File: src/rtl/spi_mem_host_ctrl_pkg.sv
// Shared types and constants for the SPI memory host (states, frame geometry, frame builder).
// SPI_HOST_VERIFY_EN adds the VREAD_SETUP state used by the write read-back check.
package spi_host_pkg;

  typedef enum logic [2:0] {
    IDLE,
    SETUP,
    SHIFT,
    HOLD,
    GAP
`ifdef SPI_HOST_VERIFY_EN
    ,
    VREAD_SETUP
`endif
  } state_t;

  localparam int   FRAME_BITS = 16;
  localparam int   ADDR_BITS  = 7;
  localparam int   DATA_BITS  = 8;
  localparam logic RW_READ    = 1'b1;

  // Reads always carry a zero data byte so the memory sees a clean dummy field.
  function automatic logic [FRAME_BITS-1:0] build_frame(
    input logic [ADDR_BITS-1:0] addr,
    input logic                 rw,
    input logic [DATA_BITS-1:0] wdata
  );
    return {addr, rw, (rw == RW_READ) ? {DATA_BITS{1'b0}} : wdata};
  endfunction

endpackage

File: src/rtl/spi_mem_host_ctrl_if.sv
// Request/response bundle between system logic (master) and the SPI memory host (slave).
interface spi_mem_host_ctrl_if;
  import spi_host_pkg::*;

  logic                 req_valid;
  logic                 req_ready;
  logic                 req_rw;
  logic [ADDR_BITS-1:0] req_addr;
  logic [DATA_BITS-1:0] req_wdata;
  logic                 rsp_valid;
  logic [DATA_BITS-1:0] rsp_rdata;
  logic                 busy;

  modport master (
    output req_valid, req_rw, req_addr, req_wdata,
    input  req_ready, rsp_valid, rsp_rdata, busy
  );

  modport slave (
    input  req_valid, req_rw, req_addr, req_wdata,
    output req_ready, rsp_valid, rsp_rdata, busy
  );

endinterface

File: src/rtl/spi_mem_host_ctrl_tick.sv
// Half-period divider: tick on count CLKDIV-1, held cleared while en is low.
module sclk_tick_gen #(
  parameter int CLKDIV = 50
) (
  input  logic clk,
  input  logic reset,
  input  logic en,
  output logic tick
);

  localparam int            CW   = $clog2(CLKDIV);
  localparam logic [CW-1:0] LAST = CW'(CLKDIV - 1);

  logic [CW-1:0] cnt;

  always_ff @(posedge clk or posedge reset) begin
    if (reset) begin
      cnt <= '0;
    end else if (!en || cnt == LAST) begin
      cnt <= '0;
    end else begin
      cnt <= cnt + 1'b1;
    end
  end

  assign tick = en && (cnt == LAST);

endmodule

File: src/rtl/spi_mem_host_ctrl.sv
// SPI mode-0 host: one 16-bit {addr,rw,data} frame per accepted request, rsp pulse 34*CLKDIV+1 cycles later.
// SPI_HOST_VERIFY_EN: each write is followed by a read-back of the same address before responding.
module spi_mem_host_ctrl
  import spi_host_pkg::*;
#(
  parameter int CLKDIV = 50,
  parameter int CS_GAP = 2
) (
  input  logic clk,
  input  logic reset,
  spi_mem_host_ctrl_if.slave bus,
  output logic cs,
  output logic sclk,
  output logic mosi,
  input  logic miso
`ifdef SPI_HOST_VERIFY_EN
  ,
  output logic verify_err
`endif
);

  localparam int GAP_CYC = CS_GAP * CLKDIV;
  localparam int GW      = $clog2(GAP_CYC);
  localparam int BW      = $clog2(FRAME_BITS + 1);

  state_t                  state;
  logic [FRAME_BITS-1:0]   frame;
  logic [DATA_BITS-1:0]    rdata_sr;
  logic [BW-1:0]           bit_cnt;
  logic                    rw;
  logic [GW-1:0]           gap_cyc;
  logic                    div_en;
  logic                    tick;
`ifdef SPI_HOST_VERIFY_EN
  logic                    verify_pend;
  logic                    verify_rd;
  logic [ADDR_BITS-1:0]    v_addr;
  logic [DATA_BITS-1:0]    v_wdata;
`endif

  assign div_en        = (state != IDLE);
  assign bus.busy      = (state != IDLE);
  assign bus.req_ready = (state == IDLE) && !reset;

  sclk_tick_gen #(.CLKDIV(CLKDIV)) u_tick (
    .clk   (clk),
    .reset (reset),
    .en    (div_en),
    .tick  (tick)
  );

  always_ff @(posedge clk or posedge reset) begin
    if (reset) begin
      state         <= IDLE;
      cs            <= 1'b1;
      sclk          <= 1'b0;
      mosi          <= 1'b0;
      frame         <= '0;
      rdata_sr      <= '0;
      bit_cnt       <= '0;
      rw            <= 1'b0;
      gap_cyc       <= '0;
      bus.rsp_valid <= 1'b0;
      bus.rsp_rdata <= '0;
`ifdef SPI_HOST_VERIFY_EN
      verify_pend   <= 1'b0;
      verify_rd     <= 1'b0;
      v_addr        <= '0;
      v_wdata       <= '0;
      verify_err    <= 1'b0;
`endif
    end else begin
      bus.rsp_valid <= 1'b0;
      case (state)
        IDLE: begin
          cs   <= 1'b1;
          sclk <= 1'b0;
          if (bus.req_valid) begin
            frame <= build_frame(bus.req_addr, bus.req_rw, bus.req_wdata);
            rw    <= bus.req_rw;
            cs    <= 1'b0;
            mosi  <= bus.req_addr[ADDR_BITS-1];
            state <= SETUP;
`ifdef SPI_HOST_VERIFY_EN
            v_addr    <= bus.req_addr;
            v_wdata   <= bus.req_wdata;
            verify_rd <= 1'b0;
`endif
          end
        end

        SETUP: begin
          if (tick) begin
            sclk    <= 1'b1;
            bit_cnt <= '0;
            state   <= SHIFT;
          end
        end

`ifdef SPI_HOST_VERIFY_EN
        VREAD_SETUP: begin
          if (tick) begin
            sclk    <= 1'b1;
            bit_cnt <= '0;
            state   <= SHIFT;
          end
        end
`endif

        SHIFT: begin
          if (tick) begin
            if (sclk) begin
              // miso is sampled as late as possible in the high half, just before sclk falls
              if (rw == RW_READ && bit_cnt >= BW'(DATA_BITS)) begin
                rdata_sr <= {rdata_sr[DATA_BITS-2:0], miso};
              end
              frame   <= frame << 1;
              mosi    <= frame[FRAME_BITS-2];
              bit_cnt <= bit_cnt + 1'b1;
              sclk    <= 1'b0;
            end else if (bit_cnt == BW'(FRAME_BITS)) begin
              state <= HOLD;
            end else begin
              sclk <= 1'b1;
            end
          end
        end

        HOLD: begin
          if (tick) begin
            cs      <= 1'b1;
            gap_cyc <= '0;
            state   <= GAP;
`ifdef SPI_HOST_VERIFY_EN
            if (rw != RW_READ) begin
              verify_pend <= 1'b1;
            end else begin
              bus.rsp_valid <= 1'b1;
              if (verify_rd) begin
                verify_err <= (rdata_sr != v_wdata);
              end else begin
                bus.rsp_rdata <= rdata_sr;
                verify_err    <= 1'b0;
              end
            end
`else
            bus.rsp_valid <= 1'b1;
            if (rw == RW_READ) begin
              bus.rsp_rdata <= rdata_sr;
            end
`endif
          end
        end

        GAP: begin
          gap_cyc <= gap_cyc + 1'b1;
          // Leaving one cycle early lets the IDLE acceptance cycle complete the cs-high gap.
`ifdef SPI_HOST_VERIFY_EN
          if (verify_pend) begin
            if (gap_cyc == GW'(GAP_CYC - 1)) begin
              frame       <= build_frame(v_addr, RW_READ, '0);
              rw          <= RW_READ;
              verify_pend <= 1'b0;
              verify_rd   <= 1'b1;
              cs          <= 1'b0;
              mosi        <= v_addr[ADDR_BITS-1];
              state       <= VREAD_SETUP;
            end
          end else if (gap_cyc == GW'(GAP_CYC - 2)) begin
            state <= IDLE;
          end
`else
          if (gap_cyc == GW'(GAP_CYC - 2)) begin
            state <= IDLE;
          end
`endif
        end

        default: state <= IDLE;
      endcase
    end
  end

endmodule

File: src/flat_wrapper.sv
// flat-port wrapper written by rule: the top's interface ports become plain ports
module spi_mem_host_ctrl_flat import spi_host_pkg::*;
#(
  parameter int CLKDIV = 50,
  parameter int CS_GAP = 2
)
  (clk, reset, cs, sclk, mosi, miso, bus_req_valid, bus_req_rw, bus_req_addr, bus_req_wdata, bus_req_ready, bus_rsp_valid, bus_rsp_rdata, bus_busy);
  spi_mem_host_ctrl_if bus_i ();
  input  logic clk;
  input  logic reset;
  output logic cs;
  output logic sclk;
  output logic mosi;
  input  logic miso;
  input wire logic [$bits(bus_i.req_valid)-1:0] bus_req_valid;
  input wire logic [$bits(bus_i.req_rw)-1:0] bus_req_rw;
  input wire logic [$bits(bus_i.req_addr)-1:0] bus_req_addr;
  input wire logic [$bits(bus_i.req_wdata)-1:0] bus_req_wdata;
  output wire logic [$bits(bus_i.req_ready)-1:0] bus_req_ready;
  output wire logic [$bits(bus_i.rsp_valid)-1:0] bus_rsp_valid;
  output wire logic [$bits(bus_i.rsp_rdata)-1:0] bus_rsp_rdata;
  output wire logic [$bits(bus_i.busy)-1:0] bus_busy;
  assign bus_i.req_valid = bus_req_valid;
  assign bus_i.req_rw = bus_req_rw;
  assign bus_i.req_addr = bus_req_addr;
  assign bus_i.req_wdata = bus_req_wdata;
  assign bus_req_ready = bus_i.req_ready;
  assign bus_rsp_valid = bus_i.rsp_valid;
  assign bus_rsp_rdata = bus_i.rsp_rdata;
  assign bus_busy = bus_i.busy;
  spi_mem_host_ctrl #(.CLKDIV(CLKDIV), .CS_GAP(CS_GAP)) u_core (.clk(clk), .reset(reset), .bus(bus_i), .cs(cs), .sclk(sclk), .mosi(mosi), .miso(miso));
endmodule
File: config.mk
export PLATFORM = sky130hd
export DESIGN_NAME = spi_mem_host_ctrl_flat
export DESIGN_NICKNAME = d
export VERILOG_FILES = /design/src/rtl/spi_mem_host_ctrl_pkg.sv /design/src/rtl/spi_mem_host_ctrl_if.sv /design/src/rtl/spi_mem_host_ctrl_tick.sv /design/src/rtl/spi_mem_host_ctrl.sv /design/src/flat_wrapper.sv
export SDC_FILE = /design/constraint.sdc
export NUM_CORES = 1
export LEC_CHECK = 0
export BUFFER_PORTS_ARGS = -buffer_cell sky130_fd_sc_hd__buf_2
export CAP_MARGIN = 20
export CORE_MARGIN = 5
export CORE_UTILIZATION = 40
export CTS_BUF_LIST = sky130_fd_sc_hd__clkbuf_16
export CTS_CLUSTER_DIAMETER = 80
export CTS_CLUSTER_SIZE = 16
export DETAILED_ROUTE_END_ITERATION = 7
export GPL_TIMING_DRIVEN = 0
export SKIP_CTS_REPAIR_TIMING = 1
export SLEW_MARGIN = 20
export SYNTH_ARGS = -nofsm -noshare
export SYNTH_HDL_FRONTEND = slang
export SYNTH_SLANG_ARGS = --single-unit
File: constraint.sdc
create_clock -name clk -period 2.8 [get_ports clk]
set_input_delay 0.14 -clock clk [delete_from_list [all_inputs] [get_ports clk]]
set_output_delay 0.14 -clock clk [all_outputs]
set_load 0.05 [all_outputs]
==> flow_summary.yaml <==
cells_and_area:
  insertedDiodeCount: 0
  nets: 315
  area_growth_pct: 19.96
  drive_gt1_share_pct: 24.83
yosys:
  seq_area_frac_synth_pct: 53.97
  ys_types: 45
  yosysMostFrequentCell: "dfrtp_1"
  syn_area_sq_mm: 0.002645
  synthTopCellsByCount: "56 x dfrtp_1, 38 x nor2_1, 15 x nand2_1, 12 x a21oi_1, 11 x o21ai_0"
  ys.flop_type: "dfrtp_1"
  yosys.area.top_type: "dfrtp_1"
  syn_nets: 271
  netlist_instances: 245
  yosysTopAreaCellShare_pct: 52.98
  synthArstFlopShare_pct: 100.0
  synth_edf_count: 0
  ys_ff_latch: 57
  ys.warnings.count: 0
  syn_avg_cell_area_sq_um: 10.80
  synth_area_leaders: "dfrtp_1 53%, nor2_1 5.4%, mux2_4 4.5%"
route:
  drt_iter0_drc: 94
  drc: 0
  num_vias: 1914
  via_per_inst: 5.159
  detail-route-antenna-nets: 0
  first_pass_iters: 5
  wirelength_um: 5175
  routedWlPerCell_um: 13.95
place:
  hpwl_um: 3529
  gp_congestion: 0.7670
  portBuffers: 33
power_and_ir_drop:
  switching_power_uw: 393.8
  seqPwrFrac_pct: 45.8
  leakagePower_nw: 1.537
  power.density_mw_per_mm2: 576.7
  ir_worst_vdd_mv: 0.4473
  combPwrFrac_pct: 2.4
  swShare_pct: 21.52
  power.total_mw: 1.830
  power.internal_mw: 1.436
  clock_power_share_pct: 51.8
worst_setup_path:
  crit_end: "u_core.frame[1]"
  reg2reg_setup_slack_ns: 0.58
  ff2ff_path_depth: 6
  crit_arrival_ns: 2.46
  cp.required_ns: 3.04
  cp-end-kind: "register"
  r2r_start: "u_core.state[0]"
  r2r-end: "u_core.frame[1]"
  startpoint: "u_core.state[0]"
  critical_path_class: "reg -> reg"
  critPathLaunchType: "register"
  crit_path_max_fanout: 10
grt:
  grt_use_met3_pct: 5.620
  grt_usage_pct: 14.18
  grt-ovfl-total: 0
  antenna_found_initial: 0
  grt_max_degree: 58
  grt-busiest-layer: "met2"
  grtUsageMet1_pct: 19.53
  use_met2_pct: 20.37
  grt_pass1_vias: 1986
  grt_first_pass_wirelength_um: 9522
run_status:
  status: "finished, violations left"
  violations: "hold timing"
clock_tree:
  cts_tree: "built"
  cts.htree.levels: 3
  clk_latency_ns: 0.32
  clock_sinks: 57
  cts_root_buf: "clkbuf_16"
  cts.path.max_buffers: 2
  path_clk_slew_ns: 0.05
  cts_buffers: 9
timing:
  period_minus_slack_ns: 2.222
  clock_skew_ns: 0.007027
  maxSlewHeadroom_pct: 40.01
  grt_setup_unrepaired: "false"
  finalSetupViolCount: 0
  finalCritPeriodShare_pct: 79.35
  whs_ns: -0.05844
  tns_ns: 0
  hold_viol_final: 56
  slew_viol_final: 0
  fmax_ghz: 0.4501
  tightest_slew_ns: 0.8874
flow_run:
  drv_cap: 0
floorplan:
  die_h_um: 91.32
  io_pins: 34
  core_sq_mm: 0.006386
  die_area_sq_mm: 0.008338
  dieWidth_um: 91.32
  rows: 29
  start_util_pct: 41.42
worst_hold_path:
  min_path_type: "in -> async"
## sequential cells by signal, indices dropped and copies added (netlist names)
register	flops
u_core.rw	1
u_core.bus.rsp_valid	1
u_core.gap_cyc	7
u_core.frame	15
u_core.rdata_sr	8
u_core.cs	1
u_core.u_tick.cnt	6
u_core.mosi	1
u_core.bus.rsp_rdata	8
u_core.state	3
u_core.sclk	1
u_core.bit_cnt	5
## metal layers
| layer | routed length, um | vias to the layer above |
|---|---|---|
| met5 | 0 | - |
| met4 | 72 | 0 |
| met3 | 309 | 6 |
| met2 | 2207 | 49 |
| met1 | 2585 | 898 |
| li1 | - | 961 |
## cells in the final DEF, fill, tap and decap left out, types with 3 or more instances in the layout
| cell | count |
|---|---|
| xnor2_1 | 3 |
| o31ai_1 | 3 |
| clkbuf_16 | 9 |
| ha_1 | 6 |
| nand3_1 | 8 |
| inv_1 | 8 |
| mux2_2 | 8 |
| nor2b_1 | 3 |
| o22ai_1 | 8 |
| o21ai_0 | 11 |
| dfrtp_1 | 56 |
| o211ai_1 | 3 |
| buf_2 | 36 |
| nor2_1 | 38 |
| clkinv_2 | 3 |
| a21oi_1 | 12 |
| mux2_4 | 8 |
| clkbuf_1 | 6 |
| a22oi_1 | 7 |
| nor3_1 | 3 |
| nand2_1 | 15 |
## power by group through the flow
stage	Clock [mW]	Combinational (mW)	Sequential (mW)
final	0.948	0.0443	0.838
after global routing	1.02	0.0531	0.838
after CTS	0.972	0.0461	0.837
after detailed placement	0	0.0458	0.851
after global placement	0	0.0447	0.851
after floorplan	0	0.0241	0.850
## worst max-delay path: stages (launching register included)
cell and delay, ns:
dfrtp_1 0.41, clkbuf_1 0.22, nor4b_1 0.82, a31o_2 0.25, buf_2 0.23, nor2_1 0.08
a21oi_1 0.14
## worst min path at each step
| stage | endpoint | slack [ns] | depth (start not counted) |
|---|---|---|---|
| after global routing | u_core.bus.rsp_rdata[4] | 0.002 | 2 |
| after CTS | u_core.bus.rsp_rdata[4] | -0.02 | 2 |
| after detailed placement | u_core.bus.rsp_rdata[5] | 0.32 | 2 |
| final | u_core.bus.rsp_rdata[4] | -0.06 | 2 |
| after global placement | u_core.rdata_sr[0] | 0.37 | 2 |
| after floorplan | u_core.rw | 0.25 | 2 |
## kinds of logic (layout without fill, tap and decap cells)
logic type                 after synthesis  count (layout)  share of synthesized area [%]
and+or+nand+nor                         91              91                          17.88
DFF                                     57              57                          53.97
AOI/OAI and AO/OA                       49              49                          11.54
buffers and inverters                   19              68                          3.406
muxes                                   18              18                          8.704
adders and majority gates                6               6                          2.838
xor gates and xnor gates                 5               5                          1.656
## through the flow
stage / setup slack, ns / instances / cell area, sq um / hold slack [ns] / util [%]
floorplan: 0.7237 / 245 / 2645 / 0.2454 / -
global placement: 0.4800 / 355 / 2907 / 0.3723 / 45.51
detailed placement: 0.6049 / 355 / 2909 / 0.3195 / 45.55
CTS: 0.5784 / 371 / 3173 / -0.02354 / 49.69
global route: 0.2804 / 371 / 3173 / 0.001590 / 49.69
finish: 0.5782 / 371 / 3173 / -0.05844 / 49.69
## layout make-up
cell class                 instances  area (sq um)
fill                             599          3213
sequential                        57          1428
multi-input combinational        169          1127
clock buffer                       9         225.2
timing repair buffer              33         165.2
tap                               77         96.34
buffer                            11         60.06
clock inverter                     7         38.79
inverter                           8         32.53
Power figures use the tool's default switching activity.
